## src/rtl/cdc_tx_arbiter.sv

```systemverilog
// cdc_tx_arbiter: round-robin arbiter issuing one payload at a time into a CDC channel,
// waiting for the far-side ack with a sticky timeout flag.
module cdc_tx_arbiter #(
  parameter int DATA_W  = 8,
  parameter int NREQ    = 4,
  parameter int TIMEOUT = 255
) (
  input  logic                   aclk,
  input  logic                   arst_n,
  input  logic                   enable,
  input  logic [NREQ-1:0]        req_mask,
  input  logic [NREQ-1:0]        req_valid,
  input  logic [NREQ*DATA_W-1:0] req_data,
  output logic [NREQ-1:0]        req_ready,
  output logic [DATA_W-1:0]      cdc_data,
  output logic                   cdc_valid,
  input  logic                   cdc_ready,
  output logic [1:0]             grant_id,
  output logic                   busy,
  output logic [15:0]            xfer_cnt,
  output logic                   timeout_err,
  input  logic                   err_clr
);
  typedef enum logic [1:0] {IDLE = 2'd0, ISSUE = 2'd1, WAIT_ACK = 2'd2} state_t;
  localparam logic [7:0] TO = TIMEOUT[7:0];

  state_t              r_state, w_next;
  logic [1:0]          r_rr_ptr;
  logic [7:0]          r_tcnt;
  logic                r_first;
  logic [DATA_W-1:0]   r_cdc_data;
  logic                r_cdc_valid;
  logic [1:0]          r_grant_id;
  logic [15:0]         r_xfer_cnt;
  logic                r_err;

  logic [NREQ-1:0]     w_elig, w_rot;
  logic [1:0]          w_off, w_win;
  logic                w_grant, w_ack, w_set;
  logic [7:0]          w_tc_nxt;
  logic [DATA_W-1:0]   w_payload;

  // rotate eligibility so bit 0 is rr_ptr; first set bit is the winner offset
  assign w_elig    = req_valid & req_mask;
  assign w_rot     = NREQ'({w_elig, w_elig} >> r_rr_ptr);
  assign w_off     = w_rot[0] ? 2'd0 : w_rot[1] ? 2'd1 : w_rot[2] ? 2'd2 : 2'd3;
  assign w_win     = r_rr_ptr + w_off;
  assign w_payload = req_data[w_win*DATA_W +: DATA_W];
  assign w_grant   = (r_state == IDLE) && enable && cdc_ready && (|w_elig);
  // the first WAIT_ACK cycle still sees the pre-acceptance cdc_ready, so it is ignored
  assign w_ack     = (r_state == WAIT_ACK) && !r_first && cdc_ready;
  assign w_tc_nxt  = (r_tcnt == TO) ? TO : r_tcnt + 8'd1;
  assign w_set     = (r_state == WAIT_ACK) && !w_ack && (w_tc_nxt == TO);

  always_ff @(posedge aclk or negedge arst_n)
    if (!arst_n) r_state <= IDLE;
    else         r_state <= w_next;

  always_comb
    w_next = (r_state == IDLE)     ? (w_grant ? ISSUE : IDLE) :
             (r_state == ISSUE)    ? WAIT_ACK :
             (r_state == WAIT_ACK) ? (w_ack ? IDLE : WAIT_ACK) : IDLE;

  always_comb begin
    req_ready = (w_grant && arst_n) ? ({{(NREQ-1){1'b0}}, 1'b1} << w_win) : '0;
    busy      = (r_state != IDLE);
  end

  always_ff @(posedge aclk or negedge arst_n)
    if (!arst_n) begin
      r_rr_ptr    <= '0;
      r_tcnt      <= '0;
      r_first     <= 1'b0;
      r_cdc_data  <= '0;
      r_cdc_valid <= 1'b0;
      r_grant_id  <= '0;
      r_xfer_cnt  <= '0;
      r_err       <= 1'b0;
    end else begin
      if (w_grant) begin
        r_cdc_data  <= w_payload;
        r_cdc_valid <= 1'b1;
        r_grant_id  <= w_win;
        r_rr_ptr    <= w_win + 2'd1;
        r_xfer_cnt  <= r_xfer_cnt + 16'd1;
      end
      if (r_state == ISSUE) begin
        r_cdc_valid <= 1'b0;
        r_tcnt      <= '0;
        r_first     <= 1'b1;
      end
      if (r_state == WAIT_ACK) begin
        r_first <= 1'b0;
        if (!w_ack) r_tcnt <= w_tc_nxt;
      end
      // a set wins over a simultaneous clear
      r_err <= w_set | (r_err & ~err_clr);
    end

  assign cdc_data    = r_cdc_data;
  assign cdc_valid   = r_cdc_valid;
  assign grant_id    = r_grant_id;
  assign xfer_cnt    = r_xfer_cnt;
  assign timeout_err = r_err;
endmodule
```

## config.mk

```make
export PLATFORM = sky130hd
export DESIGN_NAME = cdc_tx_arbiter
export DESIGN_NICKNAME = d
export VERILOG_FILES = /design/src/rtl/cdc_tx_arbiter.sv
export SDC_FILE = /design/constraint.sdc
export NUM_CORES = 1
export LEC_CHECK = 0
export BUFFER_PORTS_ARGS = -buffer_cell sky130_fd_sc_hd__buf_2
export CAP_MARGIN = 20
export CORE_MARGIN = 2
export CORE_UTILIZATION = 54
export DETAILED_ROUTE_END_ITERATION = 12
export PLACE_DENSITY = 0.85
export SLEW_MARGIN = 10
export SYNTH_ARGS = -nofsm -noshare
export SYNTH_HDL_FRONTEND = slang
export SYNTH_SLANG_ARGS = --single-unit
```

## constraint.sdc

```tcl
create_clock -name aclk -period 4.79 [get_ports aclk]
set_input_delay 0.479 -clock aclk [delete_from_list [all_inputs] [get_ports aclk]]
set_output_delay 0.479 -clock aclk [all_outputs]
set_load 0.005 [all_outputs]
```

==> results.cfg, run 1 <==
[clock_tree]
clk_latency_ns = 0.29
cts_resized = 0
cts.reportedPaths.clkPinSlew_ns = 0.07
h-tree-depth = 2
numCtsBuffers = 5
cts_tree = yes
cts_sinks = 41
root_buffer = clkbuf_8
cts_setup_buffers = 0
clockBufferDepth = 2
cts_hold_buf = 0

[die]
io_pins = 78
die_y_um = 70.1
fp-row-count = 24
start_util = 0.550
die_area_um2 = 4920
die_w_um = 70.1
fp.coreArea_um2 = 4290

[critical_path]
worstSetupStartpointType = flop
required_ns = 4.31
crit_path_end_kind = primary output
r2r-start = r_state[1]
critPathLaunch = r_state[1]
crit_type = reg -> out
critPathArrivalTime_ns = 2.52
cp_max_fo = 24

[synth]
synth-seq-cells = 41
syn_inst = 252
ys_warn_count = 0
ys_seq_area_frac = 0.434
netlist_area_um2 = 2360
avgSynthCellArea_um2 = 9.37
async_flop_share = 1.00
synth_edf_count = 0
synth.net_count = 303
synth.lib_cells_used.distinct = 45
synth_ff_type = dfrtp_1

[timing]
slew_viol_final = 0
fin_ws_ns = 1.79
fin_crit_sh = 0.625
fmax_mhz = 334
rsz0062_at_grt = false
fin_crit_ns = 3.00
worstMarginPinSlew_ns = 0.710
setup_viol = 0
hold_slack_ns = 0.246
fin_skew_ns = 0.00244
max_slew_margin = 0.527
fin_setup_tns_ns = 0
hold_viol_final = 0

[route]
routedWlPerCell_um = 12.8
drc = 0
firstDrtPassIters = 4
routed_wl_mm = 4.87
ant_nets = 0
first_iter_violations = 125
vias = 2130
routed_via_density = 5.59

[global_routing]
grt_pass1_vias = 1906
grt_pass1_wl_mm = 8.47
grt_max_degree = 44
grtUsageTotal = 0.214
overflow = 0
antenna_found_initial = 0

[layout]
antenna_cells = 0
final_util = 0.681
fill_cells = 357
areaGrowthSynthToFinish_pct = 23.7
fin_nets = 379
drive_above_1_share = 0.292

[placement]
gp_congestion = 0.847
dp_slack_ns = 1.64
port_buffers = 77
post-dp-hpwl_mm = 3.71

[outcome]
status = completed

[worst_hold_path]
min_path_type = in -> async

[power_and_ir_drop]
ir_worst_vdd_v = 0.000695
powerDensity_nw_per_um2 = 502
p_leak_nw = 1.40

[run]
drv_cap = 0
## worst paths after layout
path	end	slack [ns]	cells past startpoint
max	req_ready[1]	1.79	8
min	r_tcnt[6]	0.25	2
max reg2reg	xfer_cnt[10]	2.23	8
min reg2reg	xfer_cnt[15]	0.47	1
max in group asynchronous	cdc_data[6]	4.19	2
min in group aclk	timeout_err	0.37	2
## Yosys cell counts (all sizes together), types with 8 or more instances
library cell  number  area share
dfrtp             41        0.43
nor2b             16       0.042
o31ai              9       0.029
o21ai             10       0.021
a221oi             8       0.048
xnor2             15       0.056
nor2              13       0.021
inv                9       0.014
a2111oi            8       0.030
nand3             14       0.030
nand2             34       0.054
clkbuf            10       0.016
## final cells by class
type | count | area [um^2] | share of cell area
clock buffers | 7 | 86.3 | 0.0295
clock inverters | 1 | 30.0 | 0.0103
repair buffers | 81 | 433 | 0.148
flip-flops and latches | 41 | 1030 | 0.351
well taps | 52 | 65.1 | 0.0223
multi-input cells | 189 | 1240 | 0.426
inverters | 10 | 37.5 | 0.0128
## metal layers
metal,track usage,up-vias,wire length (um)
li1,-,1072,-
met1,0.279,971,2250
met2,0.350,82,2230
met3,0.0418,5,327
met4,0.0833,0,73
met5,0,-,0
## cells in the final DEF (no fill, tap or decap), types with 2 or more instances in the layout
| master | n |
|---|---|
| xnor2_1 | 15 |
| and3_1 | 6 |
| a21oi_1 | 6 |
| a22oi_1 | 2 |
| ha_1 | 6 |
| nand3_1 | 14 |
| buf_4 | 2 |
| o31ai_1 | 9 |
| nand4_1 | 5 |
| a2111oi_0 | 8 |
| o21ai_0 | 10 |
| nor2_1 | 13 |
| xor2_1 | 2 |
| a211oi_1 | 2 |
| nor2b_1 | 16 |
| a21boi_0 | 2 |
| a221oi_2 | 7 |
| a32oi_1 | 2 |
| dfrtp_1 | 41 |
| inv_1 | 9 |
| a21o_1 | 2 |
| nor3_1 | 5 |
| a31oi_1 | 5 |
| buf_2 | 78 |
| clkbuf_8 | 6 |
| nand2_1 | 34 |
## logic make-up after synthesis
group,share of synthesized area
compound gates,0.207
xor+xnor,0.0630
fa+ha+maj,0.0318
buf+inv,0.0387
flops,0.434
mux,0.00424
simple gates,0.221
## power breakdown
| group | internal, mW | switching [mW] | leakage (nW) |
|---|---|---|---|
| clock network | 0.170 | 0.112 | 0.0585 |
| logic | 0.304 | 0.371 | 0.809 |
| registers | 0.428 | 0.0824 | 0.534 |
| total | 0.902 | 0.565 | 1.40 |
## flip-flops by register name (all words and copies together), names as in the netlist
name / flops
xfer_cnt: 16
grant_id: 2
cdc_data: 8
r_tcnt: 8
r_state: 2
timeout_err: 1
r_first: 1
cdc_valid: 1
r_rr_ptr: 2
## critical path, stage by stage (launching register included)
cell and delay [ns]:
dfrtp_1 0.39, inv_1 0.07, ha_1 0.20, nand3_1 0.10, a21o_1 0.56, clkinv_1 0.49, nand3_1 0.24, nor2_1 0.06
buf_2 0.12
## stage by stage
step | cells | power [mW] | area (um^2)
6_report | 381 | 1.47 | 2920
5_1_grt | 381 | 1.59 | 2920
4_1_cts | 379 | 1.43 | 2890
3_5_place_dp | 371 | 1.14 | 2770
3_3_place_gp | 371 | 1.13 | 2770
2_1_floorplan | 252 | 0.977 | 2360
(Power assumes the default switching activity.)
==> inputs of run 2 (changes only) <==
Settings changed: ABC_AREA set to 1, CORE_UTILIZATION 54 to 51, PLACE_DENSITY 0.85 to 0.8.
Clock period 4.79 ns to 2.8 ns, I/O delays scaled along.
==> results.cfg, run 2 <==
[outcome]
status = completed

[die]
die_w_um = 74.2
fp.coreArea_um2 = 4720
die_area_um2 = 5510
start_util = 0.532
io_pins = 78
die_y_um = 74.2
fp-row-count = 25

[synth]
synth.lib_cells_used.distinct = 28
synth_edf_count = 0
synth_top_area_frac = 0.408
synth_area_leader_cell = dfrtp_1
ys_top_cells_by_area = dfrtp_1 41%, nand2_1 12%, nand3_1 9.2%
synth-seq-cells = 41
synth_ff_type = dfrtp_1
synth_commonest_cells = 83 x nand2_1, 46 x nand3_1, 41 x dfrtp_1, 31 x inv_1, 24 x nor2_1
avgSynthCellArea_um2 = 7.83
async_flop_share = 1.00
yosysMostFrequentCell = nand2_1
syn_inst = 321
ys_seq_area_frac = 0.408
ys_warn_count = 0
netlist_area_um2 = 2510
synth.net_count = 372

[layout]
fin_area_um2 = 3080
antenna_cells = 0
largest_register_ffs = 16
seq_area_um2 = 1030
layout_commonest_cell = nand2_1
areaGrowthSynthToFinish_pct = 22.5
final_cell_mix = 83 x nand2_1, 77 x buf_2, 46 x nand3_1, 41 x dfrtp_1, 31 x inv_1
multi_input_area_um2 = 1340
drive_above_1_share = 0.260
fin_nets = 455
fin_cells = 471
fill_cells = 421
final_util = 0.652

[route]
routedWlPerCell_um = 12.7
ant_nets = 0
first_iter_violations = 155
firstDrtPassIters = 4
drc = 0
vias = 2465
routed_wl_mm = 5.97
routed_via_density = 5.23

[timing]
fin_skew_ns = 0.00837
slew_viol_final = 0
fin_crit_sh = 0.946
fin_crit_ns = 2.65
fmax_mhz = 378
hold_viol_final = 0
max_slew_margin = 0.647
setup_viol = 0
fin_ws_ns = 0.152
worstMarginPinSlew_ns = 0.530

[clock_tree]
cts_tree = yes
cts_sinks = 41
h-tree-depth = 2
numCtsBuffers = 5
clk_latency_ns = 0.29
cts_setup_buffers = 0
clockBufferDepth = 2
cts.reportedPaths.clkPinSlew_ns = 0.08
root_buffer = clkbuf_8

[placement]
dp_slack_ns = 0.388
gp_congestion = 0.897
place_inst = 464
port_buffers = 77
post-dp-hpwl_mm = 4.38
place_area_um2 = 3000

[global_routing]
grtUsageTotal = 0.239
overflow = 0
grt_max_degree = 42
antenna_found_initial = 0
grt_pass1_vias = 2385
grt_pass1_wl_mm = 10.3

[critical_path]
worstReg2RegEnd = cdc_data[4]
ff2ff_setup_slack_ns = 0.39
cp_slowest_cell = ha_2
worstRegToRegCells = 10
worstSetupStartpointType = flop
crit_chain = o21ai_0, nor2_1, a31oi_1, o22ai_1, ha_2, inv_1, nor3_1, buf_2
slowest_delay_ns = 0.48
r2r-start = r_rr_ptr[0]
critPathArrivalTime_ns = 2.37
required_ns = 2.52
crit_type = reg -> out
cp_max_fo = 11
crit_path_end_kind = primary output

[power_and_ir_drop]
powerDensity_nw_per_um2 = 825
p_leak_nw = 1.65
ir_worst_vdd_v = 0.000574

[run]
drv_cap = 0

[worst_hold_path]
min_path_type = in -> async
[run 2: metal layers]
metal | track usage | vias to the layer above | share of wire
li1 | - | 1222 | -
met1 | 0.285 | 1164 | 0.45
met2 | 0.418 | 65 | 0.49
met3 | 0.0515 | 14 | 0.041
met4 | 0.0990 | 0 | 0.019
met5 | 0 | - | 0
[run 2: kinds of logic after synthesis]
family,synth area share
buffers and inverters,0.0602
and+or+nand+nor,0.332
xor gates and xnor gates,0.0488
AOI/OAI and AO/OA,0.0572
adders and majority gates,0.0299
DFF,0.408
muxes,0.0637
[run 2: final cells by class]
class,count,share of cell area
Multi-Input combinational cell,240,0.435
Sequential cell,41,0.333
Timing Repair Buffer,82,0.137
Inverter,34,0.0414
Tap cell,67,0.0272
Clock buffer,6,0.0236
Clock inverter,1,0.00284
[run 2: worst max path at each step]
stage	from	to	slack, ns	cells after the start
after CTS	r_rr_ptr[0]	req_ready[1]	0.12	8
final	r_rr_ptr[0]	req_ready[1]	0.15	8
after floorplan	r_rr_ptr[0]	cdc_data[1]	0.65	10
after global placement	r_rr_ptr[0]	cdc_data[7]	0.48	10
after global routing	r_rr_ptr[0]	req_ready[3]	-0.03	11
after detailed placement	r_rr_ptr[0]	cdc_data[4]	0.39	10
[run 2: timing repair]
action,in CTS,in global routing
setup endpoints to repair,0,1
resized for setup,0,1
hold buffers,0,0
[run 2: power breakdown]
part	leakage (nW)	switching, mW	internal [mW]	total [mW]
clock	0.0412	0.204	0.173	0.376
sequential	0.517	0.143	0.738	0.881
combinational	1.09	0.737	0.548	1.29
total	1.65	1.08	1.46	2.54
[run 2: critical path: cells and delay by family (launching register included)]
kind            cells  cell delay (ns)
compound gates      3             0.54
simple gates        2             0.34
buf+inv             2             0.26
flops               1             0.46
fa+ha+maj           1             0.48
[run 2: metrics by stage]
| stage | setup TNS (ns) | total power [mW] | hold slack, ns |
|---|---|---|---|
| after detailed placement | 0 | 2.16 | 0.402 |
| after floorplan | 0 | 1.78 | -0.0156 |
| after global routing | -0.0478 | 2.77 | 0.111 |
| final | 0 | 2.54 | 0.0804 |
| after global placement | 0 | 2.12 | 0.399 |
| after CTS | 0 | 2.54 | 0.0803 |
==> inputs of run 3 (changes only) <==
Settings changed: ABC_AREA 1 to unset, GPL_TIMING_DRIVEN set to 0.
==> results.cfg, run 3 (synthesized netlist as in run 1, its figures left out) <==
[outcome]
status = completed

[route]
vias = 2176
routedWlPerCell_um = 13.6
ant_nets = 0
drc = 0
first_iter_violations = 130
routed_wl_mm = 5.27
routed_via_density = 5.61
firstDrtPassIters = 4

[timing]
max_slew_margin = 0.406
setup_viol = 0
hold_slack_ns = 0.107
worstMarginPinSlew_ns = 0.891
fmax_mhz = 379
hold_viol_final = 0
rsz0062_at_grt = false
slew_viol_final = 0
fin_crit_sh = 0.942
fin_ws_ns = 0.163
fin_crit_ns = 2.64
fin_skew_ns = 0.00291
fin_setup_tns_ns = 0

[power_and_ir_drop]
ir_worst_vdd_v = 0.000760
p_total_mw = 2.45
powerDensity_nw_per_um2 = 839
p_leak_nw = 1.39

[critical_path]
worstSetupStartpointType = flop
worstRegToRegCells = 8
crit_chain = nand4_1, o21ai_0, a32oi_1, o21ai_0, ha_1, or3_1, buf_6, nand2_1, nor3_1, buf_2
crit_path_frequent_cell = o21ai_0
cp_slowest_cell = dfrtp_2
required_ns = 2.52
crit_path_end_kind = primary output
critPathArrivalTime_ns = 2.36
cp_max_fo = 10
worst-path-stages = 10
slowest_delay_ns = 0.47
cp_num_buf_inv = 2
critPathTopFamily = simple AND/OR/NAND/NOR gates
crit_type = reg -> out

[global_routing]
grt_max_degree = 44
overflow = 0
grtUsageTotal = 0.215
grt_pass1_vias = 2037
antenna_found_initial = 0
grt_pass1_wl_mm = 8.90

[placement]
post-dp-hpwl_mm = 4.08
port_buffers = 77
dp_slack_ns = 0.0198
gp_congestion = 0.856
place_area_um2 = 2810

[clock_tree]
cts_hold_buf = 0
clk_latency_ns = 0.29
root_buffer = clkbuf_8
cts_setup_buffers = 0
h-tree-depth = 2
numCtsBuffers = 5
clockBufferDepth = 2
cts.reportedPaths.clkPinSlew_ns = 0.08
cts_tree = yes
cts_sinks = 41

[die]
fp-row-count = 24
die_w_um = 72.1
fp.coreArea_um2 = 4410
die_area_um2 = 5190
die_y_um = 72.1
io_pins = 78
start_util = 0.535

[layout]
areaGrowthSynthToFinish_pct = 23.7
layout_commonest_cell = buf_2
final_cell_mix = 78 x buf_2, 39 x dfrtp_1, 34 x nand2_1, 16 x nor2b_1, 15 x xnor2_1
fin_nets = 386
antenna_cells = 0
drive_above_1_share = 0.292
largest_register_ffs = 16
fin_area_um2 = 2920

[worst_hold_path]
min_path_type = in -> async

[run]
drv_cap = 0
## run 3: through the flow
stage	utilization	cells
3_3_place_gp	0.637	381
4_1_cts	0.661	389
2_1_floorplan	-	252
5_1_grt	0.662	388
3_5_place_dp	0.637	381
6_report	0.662	388
## run 3: area by class of cell
cell class / instances / area [um^2]
plain buffers: 11 / 53.8
repair buffers: 77 / 385
flip-flops and latches: 41 / 1030
clock buffers: 7 / 96.3
multi-input cells: 189 / 1250
fillers: 374 / 1490
clock inverters: 1 / 5.00
inverters: 10 / 37.5
well taps: 52 / 65.1
## run 3: routing by layer
| metal | part of all wire | track usage | up-vias | routed length, um |
|---|---|---|---|---|
| met5 | 0 | 0 | - | 0 |
| met4 | 0.012 | 0.0671 | 0 | 61 |
| met3 | 0.063 | 0.0528 | 7 | 333 |
| met2 | 0.47 | 0.347 | 77 | 2450 |
| met1 | 0.46 | 0.287 | 1002 | 2420 |
| li1 | - | - | 1090 | - |
## run 3: worst paths after layout
| path | from | end | slack, ns |
|---|---|---|---|
| min reg2reg | xfer_cnt[15] | xfer_cnt[15] | 0.47 |
| max reg2reg | r_rr_ptr[1] | cdc_data[4] | 0.19 |
| max | r_rr_ptr[0] | req_ready[0] | 0.16 |
| min | arst_n | r_tcnt[7] | 0.11 |
| max in group asynchronous | arst_n | r_rr_ptr[1] | 2.08 |
| min in group aclk | err_clr | timeout_err | 0.16 |
## run 3: what timing repair did
action                                  in CTS  in global routing
endpoints found under the setup margin       4                  5
pin swaps                                    0                  0
resized for setup                            2                  6
## run 3: worst register-to-register path, stage by stage, from the launching register on
cell and delay, ns:
dfrtp_2 0.46, and3b_1 0.26, o21ai_0 0.07, o21ai_0 0.15, ha_1 0.26, clkbuf_1 0.21
clkbuf_1 0.27, a2111oi_0 0.64, o31ai_1 0.15
## run 3: report_power, final
group          leakage [nW]  internal (mW)  switching (mW)
clock                0.0542          0.223           0.198
combinational         0.807          0.488           0.661
sequential            0.532          0.735           0.146
